## config.mk

```make
export PLATFORM = sky130hd
export DESIGN_NAME = temporal_buffer_pp
export DESIGN_NICKNAME = d
export VERILOG_FILES = /design/src/rtl/temporal_buffer_pp.sv
export SDC_FILE = /design/constraint.sdc
export NUM_CORES = 1
export LEC_CHECK = 0
export BUFFER_PORTS_ARGS = -buffer_cell sky130_fd_sc_hd__buf_2
export CAP_MARGIN = 0
export CORE_ASPECT_RATIO = 1.4
export CORE_MARGIN = 2
export CORE_UTILIZATION = 59
export DETAILED_ROUTE_END_ITERATION = 16
export GPL_TIMING_DRIVEN = 0
export PLACE_DENSITY = 0.79
export SLEW_MARGIN = 0
export SYNTH_ARGS = -nofsm -noshare
export SYNTH_HDL_FRONTEND = slang
export SYNTH_SLANG_ARGS = --single-unit
export TNS_END_PERCENT = 100
```

## constraint.sdc

```tcl
create_clock -name clk -period 3.95 [get_ports clk]
set_input_delay 0.5925 -clock clk [delete_from_list [all_inputs] [get_ports clk]]
set_output_delay 0.5925 -clock clk [all_outputs]
set_load 0.05 [all_outputs]
```

## src/rtl/temporal_buffer_pp.sv

```systemverilog
// -----------------------------------------------------------------------------
// temporal_buffer_pp
//
// Double-banked (ping-pong) candidate-clause buffer sitting between the
// clause-evaluation pipeline and the heuristic selector.
//
// The write side fills one bank. Each write stores one clause per flip row and
// adds a saturating break count to that row. A commit hands the filled bank to
// the read side. The read side exposes the committed bank's per-row valid flags
// and break counts, and serves one clause per request with a 1-cycle latency.
// A release frees the read bank, clearing its valid flags and counts, so the
// writer can reuse it. The two banks alternate, so generation k+1 can be filled
// while generation k is being selected from.
//
// Ports
//   clk                      rising-edge clock
//   reset                    asynchronous active-low reset
//   flush_i                  synchronous clear of both banks and all pointers
//   wr_valid_i / wr_ready_o  write request / write bank free
//   write_index_i            flip row to write
//   flipped_literal_i        literal 0 of the clause
//   clause_table_literals_i  literals 1..NSAT-1 (packed slot k -> literal k+1)
//   break_count_i            added (saturating) to the row's break count
//   wr_commit_i              close the write bank and hand it to the reader
//   rd_avail_o               a committed bank is readable
//   row_valid_o              per-row written flags of the read bank
//   break_counts_o           per-row break counts of the read bank
//   rd_req_i / read_index_i  clause read request / selected row
//   clause_o                 selected clause, held until the next read
//   clause_valid_o           one-cycle pulse qualifying clause_o
//   miss_o                   selected row unwritten or out of range
//   rd_release_i             free the read bank
// -----------------------------------------------------------------------------
module temporal_buffer_pp #(
  parameter int NSAT                  = 3,
  parameter int LITERAL_ADDRESS_WIDTH = 11,
  parameter int NSAT_BITS             = 2,
  parameter int BREAK_W               = 8
) (
  input  logic                                           clk,
  input  logic                                           reset,
  input  logic                                           flush_i,
  input  logic                                           wr_valid_i,
  output logic                                           wr_ready_o,
  input  logic [NSAT_BITS-1:0]                           write_index_i,
  input  logic [LITERAL_ADDRESS_WIDTH:0]                 flipped_literal_i,
  input  logic [(NSAT-1)*(LITERAL_ADDRESS_WIDTH+1)-1:0]  clause_table_literals_i,
  input  logic [BREAK_W-1:0]                             break_count_i,
  input  logic                                           wr_commit_i,
  output logic                                           rd_avail_o,
  output logic [NSAT-1:0]                                row_valid_o,
  output logic [NSAT*BREAK_W-1:0]                        break_counts_o,
  input  logic                                           rd_req_i,
  input  logic [NSAT_BITS-1:0]                           read_index_i,
  output logic [NSAT*(LITERAL_ADDRESS_WIDTH+1)-1:0]      clause_o,
  output logic                                           clause_valid_o,
  output logic                                           miss_o,
  input  logic                                           rd_release_i
);

  localparam int L  = LITERAL_ADDRESS_WIDTH + 1;
  localparam int CW = NSAT * L;

  // Bank storage. Literals carry no reset: a row's literals are only ever
  // observed through its valid bit, which is reset.
  logic [CW-1:0]      r_lits  [2][NSAT];
  logic [NSAT-1:0]    r_valid [2];
  logic [BREAK_W-1:0] r_count [2][NSAT];

  logic       r_wp;
  logic       r_rp;
  logic [1:0] r_full;

  logic [CW-1:0] r_clause;
  logic          r_clause_valid;
  logic          r_miss;

  logic               w_wr_ready;
  logic               w_rd_avail;
  logic               w_wr_fire;
  logic               w_commit;
  logic               w_release;
  logic               w_rd_fire;
  logic [NSAT-1:0]    w_wr_sel;
  logic [NSAT-1:0]    w_rd_sel;
  logic [BREAK_W-1:0] w_cur_count;
  logic [BREAK_W:0]   w_sum;
  logic [BREAK_W-1:0] w_new_count;
  logic [CW-1:0]      w_rd_clause;
  logic               w_rd_hit;

  // ---------------------------------------------------------------------------
  // Handshakes
  // ---------------------------------------------------------------------------
  assign w_wr_ready = ~r_full[r_wp];
  assign w_rd_avail = r_full[r_rp];

  // A write only lands if the index decodes to a real row; an out-of-range
  // index leaves w_wr_sel all-zero and the write is dropped.
  assign w_wr_fire = wr_valid_i & w_wr_ready & (|w_wr_sel);
  assign w_commit  = wr_commit_i & w_wr_ready;
  assign w_release = rd_release_i & w_rd_avail;
  assign w_rd_fire = rd_req_i & w_rd_avail;

  // Row decoders. Comparing against each legal row avoids ever indexing the
  // arrays with an out-of-range value.
  always_comb begin
    for (int r = 0; r < NSAT; r++) begin
      w_wr_sel[r] = (write_index_i == NSAT_BITS'(r));
      w_rd_sel[r] = (read_index_i  == NSAT_BITS'(r));
    end
  end

  // ---------------------------------------------------------------------------
  // Saturating break-count update for the row being written
  // ---------------------------------------------------------------------------
  // NOTE: every variable in an always_comb gets a default before any branch,
  // otherwise a path that skips the assignment infers a latch.
  always_comb begin
    w_cur_count = '0;
    for (int r = 0; r < NSAT; r++) begin
      if (w_wr_sel[r]) w_cur_count = r_count[r_wp][r];
    end
  end

  assign w_sum       = {1'b0, w_cur_count} + {1'b0, break_count_i};
  assign w_new_count = w_sum[BREAK_W] ? {BREAK_W{1'b1}} : w_sum[BREAK_W-1:0];

  // ---------------------------------------------------------------------------
  // Literal storage (no reset, no flush)
  // ---------------------------------------------------------------------------
  // NOTE: large data arrays are left out of reset; only the control state that
  // qualifies them (valid bits, counts, pointers) is reset.
  always_ff @(posedge clk) begin
    if (!flush_i && w_wr_fire) begin
      for (int r = 0; r < NSAT; r++) begin
        if (w_wr_sel[r]) r_lits[r_wp][r] <= {clause_table_literals_i, flipped_literal_i};
      end
    end
  end

  // ---------------------------------------------------------------------------
  // Bank control: valid bits, counts, pointers, full flags.
  // Commit requires full[wp]==0 and release requires full[rp]==1, so whenever
  // both fire they address different banks and never collide. For the same
  // reason a write never targets the bank being released.
  // ---------------------------------------------------------------------------
  // NOTE: sequential state uses non-blocking assignments only, so every
  // right-hand side sees the values from before the clock edge.
  always_ff @(posedge clk or negedge reset) begin
    if (!reset) begin
      r_wp   <= 1'b0;
      r_rp   <= 1'b0;
      r_full <= 2'b00;
      for (int b = 0; b < 2; b++) begin
        r_valid[b] <= '0;
        for (int r = 0; r < NSAT; r++) r_count[b][r] <= '0;
      end
    end else if (flush_i) begin
      r_wp   <= 1'b0;
      r_rp   <= 1'b0;
      r_full <= 2'b00;
      for (int b = 0; b < 2; b++) begin
        r_valid[b] <= '0;
        for (int r = 0; r < NSAT; r++) r_count[b][r] <= '0;
      end
    end else begin
      if (w_release) begin
        r_full[r_rp]  <= 1'b0;
        r_valid[r_rp] <= '0;
        for (int r = 0; r < NSAT; r++) r_count[r_rp][r] <= '0;
        r_rp <= ~r_rp;
      end

      // A write in the commit cycle still lands in the committing bank, since
      // r_wp here is the pre-swap value.
      if (w_wr_fire) begin
        for (int r = 0; r < NSAT; r++) begin
          if (w_wr_sel[r]) begin
            r_valid[r_wp][r] <= 1'b1;
            r_count[r_wp][r] <= w_new_count;
          end
        end
      end

      if (w_commit) begin
        r_full[r_wp] <= 1'b1;
        r_wp         <= ~r_wp;
      end
    end
  end

  // ---------------------------------------------------------------------------
  // Clause read path (1-cycle latency). The lookup uses the pre-edge contents,
  // so a read accepted together with a release returns pre-release data.
  // ---------------------------------------------------------------------------
  always_comb begin
    w_rd_clause = '0;
    w_rd_hit    = 1'b0;
    for (int r = 0; r < NSAT; r++) begin
      if (w_rd_sel[r] && r_valid[r_rp][r]) begin
        w_rd_clause = r_lits[r_rp][r];
        w_rd_hit    = 1'b1;
      end
    end
  end

  always_ff @(posedge clk or negedge reset) begin
    if (!reset) begin
      r_clause       <= '0;
      r_clause_valid <= 1'b0;
      r_miss         <= 1'b0;
    end else if (flush_i) begin
      r_clause       <= '0;
      r_clause_valid <= 1'b0;
      r_miss         <= 1'b0;
    end else if (w_rd_fire) begin
      r_clause       <= w_rd_clause;
      r_clause_valid <= 1'b1;
      r_miss         <= ~w_rd_hit;
    end else begin
      // clause_o holds; only the qualifying pulses drop.
      r_clause_valid <= 1'b0;
      r_miss         <= 1'b0;
    end
  end

  // ---------------------------------------------------------------------------
  // Outputs
  // ---------------------------------------------------------------------------
  assign wr_ready_o     = w_wr_ready;
  assign rd_avail_o     = w_rd_avail;
  assign clause_o       = r_clause;
  assign clause_valid_o = r_clause_valid;
  assign miss_o         = r_miss;

  // The read bank is only exposed once committed; otherwise the flags and
  // counts read as zero.
  always_comb begin
    row_valid_o    = '0;
    break_counts_o = '0;
    if (w_rd_avail) begin
      row_valid_o = r_valid[r_rp];
      for (int r = 0; r < NSAT; r++) begin
        break_counts_o[r*BREAK_W +: BREAK_W] = r_count[r_rp][r];
      end
    end
  end

endmodule

```

# After elaboration in Yosys (flattened, before gate mapping)
# Memories as Yosys holds them, arrays and structs flattened.
# Cells that the tools add are included.
dict set report totals {
  regBits 96
  ram_bits 216
  word_cells 165
  memories 1
}
dict set report classes {
  n_addsub 1
  magnitude_cmp 8
  n_eq_ne 4
  mux 97
  bitwise_logic 25
  n_reduce_logical 15
}
# name words word_bits read_ports rd_clocked_by_memory_dff write_ports line
set memory_table {}
lappend memory_table {r_lits 2 108 1 0 1 66} ;# logic [CW-1:0] r_lits [2][NSAT];
# cell n
set op_table {}
lappend op_table {{two-way mux 48 bit} 11}
lappend op_table {{two-way mux 24 bit} 9}
lappend op_table {{two-way mux 36 bit} 5}
lappend op_table {{bitwise AND 48 bit} 3}
lappend op_table {{bitwise mux 48 bit} 3}
lappend op_table {{demux 24 bit (select 1 bit)} 6}
lappend op_table {{NOT 48 bit} 3}
lappend op_table {{two-way mux 6 bit} 11}
lappend op_table {{two-way mux 8 bit} 6}
lappend op_table {{two-way mux 16 bit} 2}
lappend op_table {{two-way mux 1 bit} 27}
lappend op_table {{two-way mux 3 bit} 6}
lappend op_table {{OR 6 bit} 3}
lappend op_table {{demux 3 bit (select 1 bit)} 4}
lappend op_table {{two-way mux 2 bit} 5}
lappend op_table {{adder 8 x 8 -> 9 bit} 1}
lappend op_table {{logical AND 1 bit} 8}
lappend op_table {{bitwise AND 6 bit} 1}
lappend op_table {{NOT 6 bit} 1}
lappend op_table {{nonzero test 2 bit} 3}
lappend op_table {{bitwise AND 1 bit} 5}
lappend op_table {{== test 2 x 1 -> 1 bit, second input constant} 2}
lappend op_table {{== test 2 bit, second input constant} 2}
lappend op_table {{greater-or-equal comparator 2 bit, second input constant} 2}
lappend op_table {{other kinds (12)} 21}

# Depth between registers and ports, before layout
# Gate-level depths: netlist of the first run.
dict set report logic_depth {
  depth_word 23
  depth_mapped 12
  mapped_depth_nobuf 11
}

# Worst setup path after synthesis of the first run
# Ideal clock, no wire load.
dict set report synth_path {
  path_type {input -> register}
  from {input write_index_i[0]}
  to {register r_count[36] (netlist name)}
  setup_time_ns 0.144
  arrival_time_ns 3.017
  required_time_ns 3.806
  setup_slack_ns 0.788
  path_stages 12
  n_path_buf 1
  cell_sequence {buf_1 mux4_2 nand2_1 o21ai_0 ha_1 inv_1 fa_1 nand2b_1 a21oi_1 mux2_2 a311oi_2 o22ai_1}
}
dict set report synth_between {
  elab_chain_cells 18
}
# item line
set synth_rtl {}
lappend synth_rtl {{start, declared} 45} ;# input logic [NSAT_BITS-1:0] write_index_i,
lappend synth_rtl {{logical NOT 2 bit} 109} ;# w_wr_sel[r] = (write_index_i == NSAT_BITS'(r));
lappend synth_rtl {{two-way mux 8 bit (3 in series)} 122} ;# if (w_wr_sel[r]) w_cur_count = r_count[r_wp][r];
lappend synth_rtl {{adder 8 x 8 -> 9 bit} 126} ;# assign w_sum = {1'b0, w_cur_count} + {1'b0, break_count_i};
lappend synth_rtl {{two-way mux 8 bit} 127} ;# assign w_new_count = w_sum[BREAK_W] ? {BREAK_W{1'b1}} : w_sum[BREAK_W-1:0];
lappend synth_rtl {{bitwise mux 48 bit} 181} ;# r_count[r_wp][r] <= w_new_count;
lappend synth_rtl {{two-way mux 48 bit} 179} ;# if (w_wr_sel[r]) begin
lappend synth_rtl {{two-way mux 48 bit} 177} ;# if (w_wr_fire) begin
lappend synth_rtl {{two-way mux 48 bit} 159} ;# end else if (flush_i) begin
lappend synth_rtl {{bitwise mux 48 bit} 181}
lappend synth_rtl {{two-way mux 48 bit} 179}
lappend synth_rtl {{two-way mux 48 bit} 177}
lappend synth_rtl {{two-way mux 48 bit} 159}
lappend synth_rtl {{bitwise mux 48 bit} 181}
lappend synth_rtl {{two-way mux 48 bit} 179}
lappend synth_rtl {{two-way mux 48 bit (*)} 177}
lappend synth_rtl {{two-way mux 48 bit (*)} 159}
lappend synth_rtl {{end signal, assigned by index} 181}
lappend synth_rtl {{end, declared} 68} ;# logic [BREAK_W-1:0] r_count [2][NSAT];
# Mark *: on every way between the ends. The rest lies on a longest branch, timed or not. The select of a mux whose other input is x is not followed.
# A chain may end at the register's enable or synchronous reset.

# Worst setup path after layout of the first run
dict set report layout_path {
  from {register r_wp}
  to {register r_count[36] (netlist name)}
}
dict set report layout_between {
  elab_chain_cells 21
}
# item line
set layout_rtl {}
lappend layout_rtl {{start, declared} 70} ;# logic r_wp;
lappend layout_rtl {{start signal, assigned} 188} ;# r_wp <= ~r_wp;
lappend layout_rtl {{NOT 1 -> 2 bit (not written as such)} {122, 181}}
lappend layout_rtl {{two-way mux 24 bit (not written as such) (3 in series)} 122}
lappend layout_rtl {{two-way mux 8 bit (3 in series)} 122}
lappend layout_rtl {{adder 8 x 8 -> 9 bit} 126}
lappend layout_rtl {{two-way mux 8 bit} 127}
lappend layout_rtl {{bitwise mux 48 bit} 181}
lappend layout_rtl {{two-way mux 48 bit} 179}
lappend layout_rtl {{two-way mux 48 bit} 177}
lappend layout_rtl {{two-way mux 48 bit} 159}
lappend layout_rtl {{bitwise mux 48 bit} 181}
lappend layout_rtl {{two-way mux 48 bit} 179}
lappend layout_rtl {{two-way mux 48 bit} 177}
lappend layout_rtl {{two-way mux 48 bit} 159}
lappend layout_rtl {{bitwise mux 48 bit} 181}
lappend layout_rtl {{two-way mux 48 bit} 179}
lappend layout_rtl {{two-way mux 48 bit (*)} 177}
lappend layout_rtl {{two-way mux 48 bit (*)} 159}
# Marked as above.

==> results of run 1 <==
where the power goes:
part,internal (µW),switching [µW]
combinational,177,358
clock,1570,1170
sequential,3560,21.8
total,5300,1550
final cells by class:
type                            instances  area [µm²]  share of cell area (%)
Clock inverter                         17       170.2                   1.108
Buffer                                 56       335.3                   2.184
Clock buffer                           37       765.7                   4.987
Timing Repair Buffer                  127       743.2                   4.841
Antenna cell                            2       5.005                 0.03260
Tap cell                              301       376.6                   2.453
Multi-Input combinational cell        576        4013                   26.13
Sequential cell                       312        8889                   57.89
Inverter                               15       56.30                  0.3667
worst max-delay path, cell delays in order (launching register included):
cell and delay, ns:
dfrtp_1 0.34, buf_2 0.34, buf_2 0.41, mux2i_1 0.12, o21ai_0 0.16, ha_1 0.24, inv_1 0.07, fa_1 0.40
nand2b_1 0.21, a21oi_1 0.16, mux2_2 0.37, a311oi_4 0.48, o22ai_1 0.14
synth_stat cells (10+ instances only):
master      n
a21oi_1    37
buf_2      24
buf_6      10
clkbuf_1   14
dfrtp_1    96
edfxtp_1  216
inv_1      13
mux2i_1   144
nand2_1    66
nand3b_1   13
nor2_1    120
o21ai_0    28
o21ai_2    29
o22ai_1    48
path summary, 6_finish.rpt:
path                       cells past startpoint                         from             end
hold / removal                                 1                        reset  clause_valid_o
setup / recovery                              12                         r_wp     r_count[36]
hold reg to reg                                2                  clause_o[7]     clause_o[7]
min in group clk                               1  clause_table_literals_i[17]   r_lits[1][29]
setup reg to reg                              12                         r_wp     r_count[36]
max in group asynchronous                      2                        reset    clause_o[30]
layout by cell type, fill, tap and decap left out, drive strengths merged, types with 5 or more instances in the layout:
cell / count
mux2i: 144
a21oi: 41
nand3b: 13
dfrtp: 96
nor2b: 6
nand4b: 6
nor2: 122
a211oi: 7
nand3: 8
or3: 5
o21ai: 57
edfxtp: 216
clkbuf: 52
mux4: 8
ha: 8
clkinv: 11
o22ai: 48
inv: 16
nand2: 66
buf: 168
flip-flops by register name, summed over array words and instances, names as in the netlist:
| register | cells |
|---|---|
| r_lits | 216 |
| r_count | 48 |
| clause_o | 36 |
| r_valid | 6 |
| r_full | 2 |
| clause_valid_o | 1 |
| miss_o | 1 |
| r_rp | 1 |
| r_wp | 1 |
cell families after synthesis:
kind of cell | synth area share, %
muxes | 12.38
adders and majority gates | 0.9044
xor gates and xnor gates | 0.1319
buffers and inverters | 2.949
AOI/OAI and AO/OA | 8.893
and+or+nand+nor | 7.819
DFF | 66.92
stage by stage:
stage,worst slack (ns),instances,total power [µW],TNS [ns],utilization (%)
finish,0.3355,1443,6851,0,68.65
detailed placement,-0.08364,1387,4173,-0.4604,64.39
floorplan,0.7884,959,3973,0,-
CTS,0.2585,1441,6868,0,68.58
global placement,-0.1163,1381,4155,-0.6300,63.78
global route,0.1089,1443,7035,0,68.65
per-layer routing:
layer	GRT usage, %	share of wire [%]	vias up
met2	43.38	51	374
met4	8.723	3.1	0
met1	33.33	39	4182
met3	3.418	6.6	71
met5	0	0	-
li1	-	-	3879
==> impl_metrics.ini, run 1 <==
[timing]
fmax_mhz = 276.7
hold_ws_ns = 0.01966
hold_viol = 0
drv_slew = 0
final.min_clock_period_ns = 3.614
setup_viol = 0
min_period_over_period_pct = 91.51
worstMarginPinSlew_ns = 1.152
rsz0062_at_grt = false
slew_headroom_pct = 23.11
skew_ns = 0.01923

[global_routing]
antenna_found_initial = 2
grt_overflow = 0
gr-usage-all-layers_pct = 25.35
grt_first_pass_wirelength_um = 45150
grt_pass1_vias = 8263
grt_max_degree = 66

[yosys]
ys_seq_area_share_pct = 66.92
synthesis.nets = 1023
synth.top_cell.area_share_pct = 48.84
ys_ff_latch = 312
synth_edf_count = 216
synth_top_area_cell = edfxtp_1
netlist-cell-type-count = 53
synth_warnings = 0
synthArstFlopShare_pct = 30.77
synthTopCellsByArea = edfxtp_1, dfrtp_1, mux2i_1
synth_cells = 959
synthFlopType = edfxtp_1
syn_area_um2 = 13280
syn_area_per_cell_um2 = 13.85

[floorplan]
fp.coreArea_um2 = 22370
floorplan.initialDensity_pct = 59.38
chipHeight_um = 181.5
design.die.area_um2 = 23740
io_pins = 122
fp.dieW_um = 130.8
num_rows = 65

[cts]
cts_buffers = 29
cts_tree = yes
ctsResizeCount = 0
h-tree-depth = 1
cts_sinks = 312
root_buffer = clkbuf_16
clk_pin_slew_ns = 0.07
cts_buffer_depth = 3
post_cts.repair.setup_buffers = 0
hold_buffers = 0
clkLatencyLatePin_ns = 0.55

[run]
maxCapViolations = 0

[detailed_routing]
drc = 0
wl_per_cell_um = 20.90
num_vias = 8506
drtIter0Drc = 699
ant_nets = 0
wirelength_um = 30160
viasPerCell = 5.895
drt-pass1-iter-count = 5

[placement]
placed_cell_area_um2 = 14400
gp_congestion = 0.9125
portBuffers = 121
post-dp-hpwl_um = 19090

[finish]
syn_to_final_growth_pct = 15.60
drive_above_1_share_pct = 23.77
design_area_um2 = 15350
fin_nets = 1181
n_fill_cell = 1537

[worst_setup_path]
r2r_setup_slack_ns = 0.34
cp.arrival_ns = 4.00
start_kind = flop
worst-setup-path-type = flop to flop
worstPathMaxFanout = 10
end_kind = flop
critPathRequiredTime_ns = 4.33

[status]
outcome = finished clean

[power]
powerDensity_nw_per_um2 = 446.2
power.leakage_uw = 0.005808
ir_drop_v = 0.0004324

[hold_path]
hold_path_class = input port to async pin
Power figures use the tool's default switching activity.
==> run 2: changes to the inputs <==
CORE_MARGIN = 1.5   (was 2)
==> run 2 against run 1 <==
  * Utilization increased by 1.2 points
  * Critical path depth unchanged
  * Sequential cell count stayed put
  * Cell count decreased by 0.35%
  * Combinational power is essentially flat
  * Highest routed layer is now met5
==> impl_metrics.ini, run 2 (same netlist as run 1, synthesis figures left out) <==
[global_routing]
antenna_found_initial = 4
grt_max_degree = 63
grt_first_pass_wirelength_um = 47090
gr-usage-all-layers_pct = 26.68
grt_pass1_vias = 8612
grt_overflow = 0

[worst_setup_path]
cp_slowest_cell = a311oi_4
critPathRequiredTime_ns = 4.32
crit_buf_inv = 3
start_kind = flop
cpPeakStageDelay_ns = 0.51
cp.arrival_ns = 4.05
timing.critical_path.cells = buf_2 -> buf_2 -> mux2i_1 -> o21ai_0 -> ha_1 -> inv_1 -> fa_1 -> nand2b_1 -> a21oi_1 -> mux2_2 -> a311oi_4 -> o22ai_1
worst-setup-path-type = flop to flop
critical-path-top-delay-family = compound AO/OA/AOI/OAI gates
crit_top_cell = buf_2
end_kind = flop
r2r_setup_slack_ns = 0.27
worstPathMaxFanout = 10

[cts]
clk_pin_slew_ns = 0.07
h-tree-depth = 1
root_buffer = clkbuf_16
cts_tree = yes
cts_buffer_depth = 3
cts_sinks = 312
clkLatencyLatePin_ns = 0.54
cts_buffers = 28

[finish]
final_cell_mix = edfxtp_1, buf_2, mux2i_1
drive_above_1_share_pct = 23.46
regMostFlops = r_lits
mostFrequentLayoutCell = edfxtp_1
design_area_um2 = 15320
syn_to_final_growth_pct = 15.32
n_fill_cell = 1570
largest_reg_flops = 216
fin_nets = 1180

[hold_path]
hold_path_class = input port to async pin

[floorplan]
floorplan.initialDensity_pct = 60.53
io_pins = 122
fp.dieW_um = 129.8
chipHeight_um = 180.5
num_rows = 64
design.die.area_um2 = 23430
fp.coreArea_um2 = 21940

[placement]
gp_congestion = 0.9162
portBuffers = 121
place_ws_ns = -0.1035
placed_cell_area_um2 = 14390
post-dp-hpwl_um = 19280

[power]
power_frac_seq_pct = 52.8
internal_power_uw = 5260
clock_power_share_pct = 39.3
p_sw_share_pct = 22.46
ir_drop_v = 0.0003368
power.leakage_uw = 0.005794
combPwrFrac_pct = 7.9
powerDensity_nw_per_um2 = 442.9
p_switching_uw = 1523

[timing]
setup_ws_ns = 0.2672
skew_ns = 0.02060
setup_viol = 0
drv_slew = 0
worstMarginPinSlew_ns = 1.148
hold_viol = 0
fmax_mhz = 271.5
min_period_over_period_pct = 93.24
final.min_clock_period_ns = 3.683
slew_headroom_pct = 23.34
rsz0062_at_grt = false

[detailed_routing]
viasPerCell = 5.944
drt-pass1-iter-count = 5
drtIter0Drc = 712
ant_nets = 0
num_vias = 8547
wl_per_cell_um = 21.16
wirelength_um = 30430
drc = 0

[run]
maxCapViolations = 0

[status]
outcome = finished clean
==> run 2: layout make-up <==
cell class              instances  area [µm²]  area share [%]
plain buffers                  56       335.3           2.189
diodes                          3       7.507         0.04902
multi-input cells             576        4013           26.20
clock buffers                  31       733.2           4.787
well taps                     297       371.6           2.426
flip-flops and latches        312        8889           58.03
repair buffers                127       735.7           4.804
clock inverters                21       175.2           1.144
inverters                      15       56.30          0.3676
==> run 2: power groups by stage <==
stage	logic (µW)	clock network, µW	registers, µW
after floorplan	323	0	3650
after global placement	512	0	3640
after detailed placement	531	0	3640
after CTS	534	2680	3580
after global routing	577	2820	3580
final	538	2670	3580
==> run 2: through the flow <==
| step | total power, µW | std cells | setup TNS [ns] | util [%] | hold WS (ns) |
|---|---|---|---|---|---|
| final | 6784 | 1438 | 0 | 69.80 | 0.03298 |
| after detailed placement | 4176 | 1383 | -0.5429 | 65.58 | 0.4607 |
| after floorplan | 3973 | 959 | 0 | - | 0.2969 |
| after global routing | 6976 | 1437 | 0 | 69.79 | 0.06607 |
| after CTS | 6791 | 1435 | 0 | 69.72 | 0.04578 |
| after global placement | 4156 | 1377 | -0.6251 | 64.99 | 0.4552 |
==> run 2: worst paths after layout <==
path | from | cells past startpoint | to
setup reg to reg | r_wp | 12 | r_count[36]
hold reg to reg | clause_o[9] | 2 | clause_o[9]
max in group asynchronous | reset | 2 | r_count[18]
hold / removal | reset | 1 | miss_o
setup / recovery | r_wp | 12 | r_count[36]
min in group clk | clause_table_literals_i[5] | 1 | r_lits[1][53]
==> run 2: layer usage <==
layer | share of wire (%) | wire length (µm) | track usage (%)
met5 | 0.082 | 25 | 0
met4 | 3.5 | 1073 | 11.20
met3 | 6.6 | 2023 | 3.949
met2 | 51 | 15600 | 44.72
met1 | 38 | 11710 | 34.68
==> run 2: repair_timing <==
| item | 4_1_cts | 5_1_grt |
|---|---|---|
| resized for setup | 0 | 1 |
| endpoints found under the setup margin | 0 | 2 |
| setup buffers | 0 | 0 |
| hold buffers | 0 | 0 |
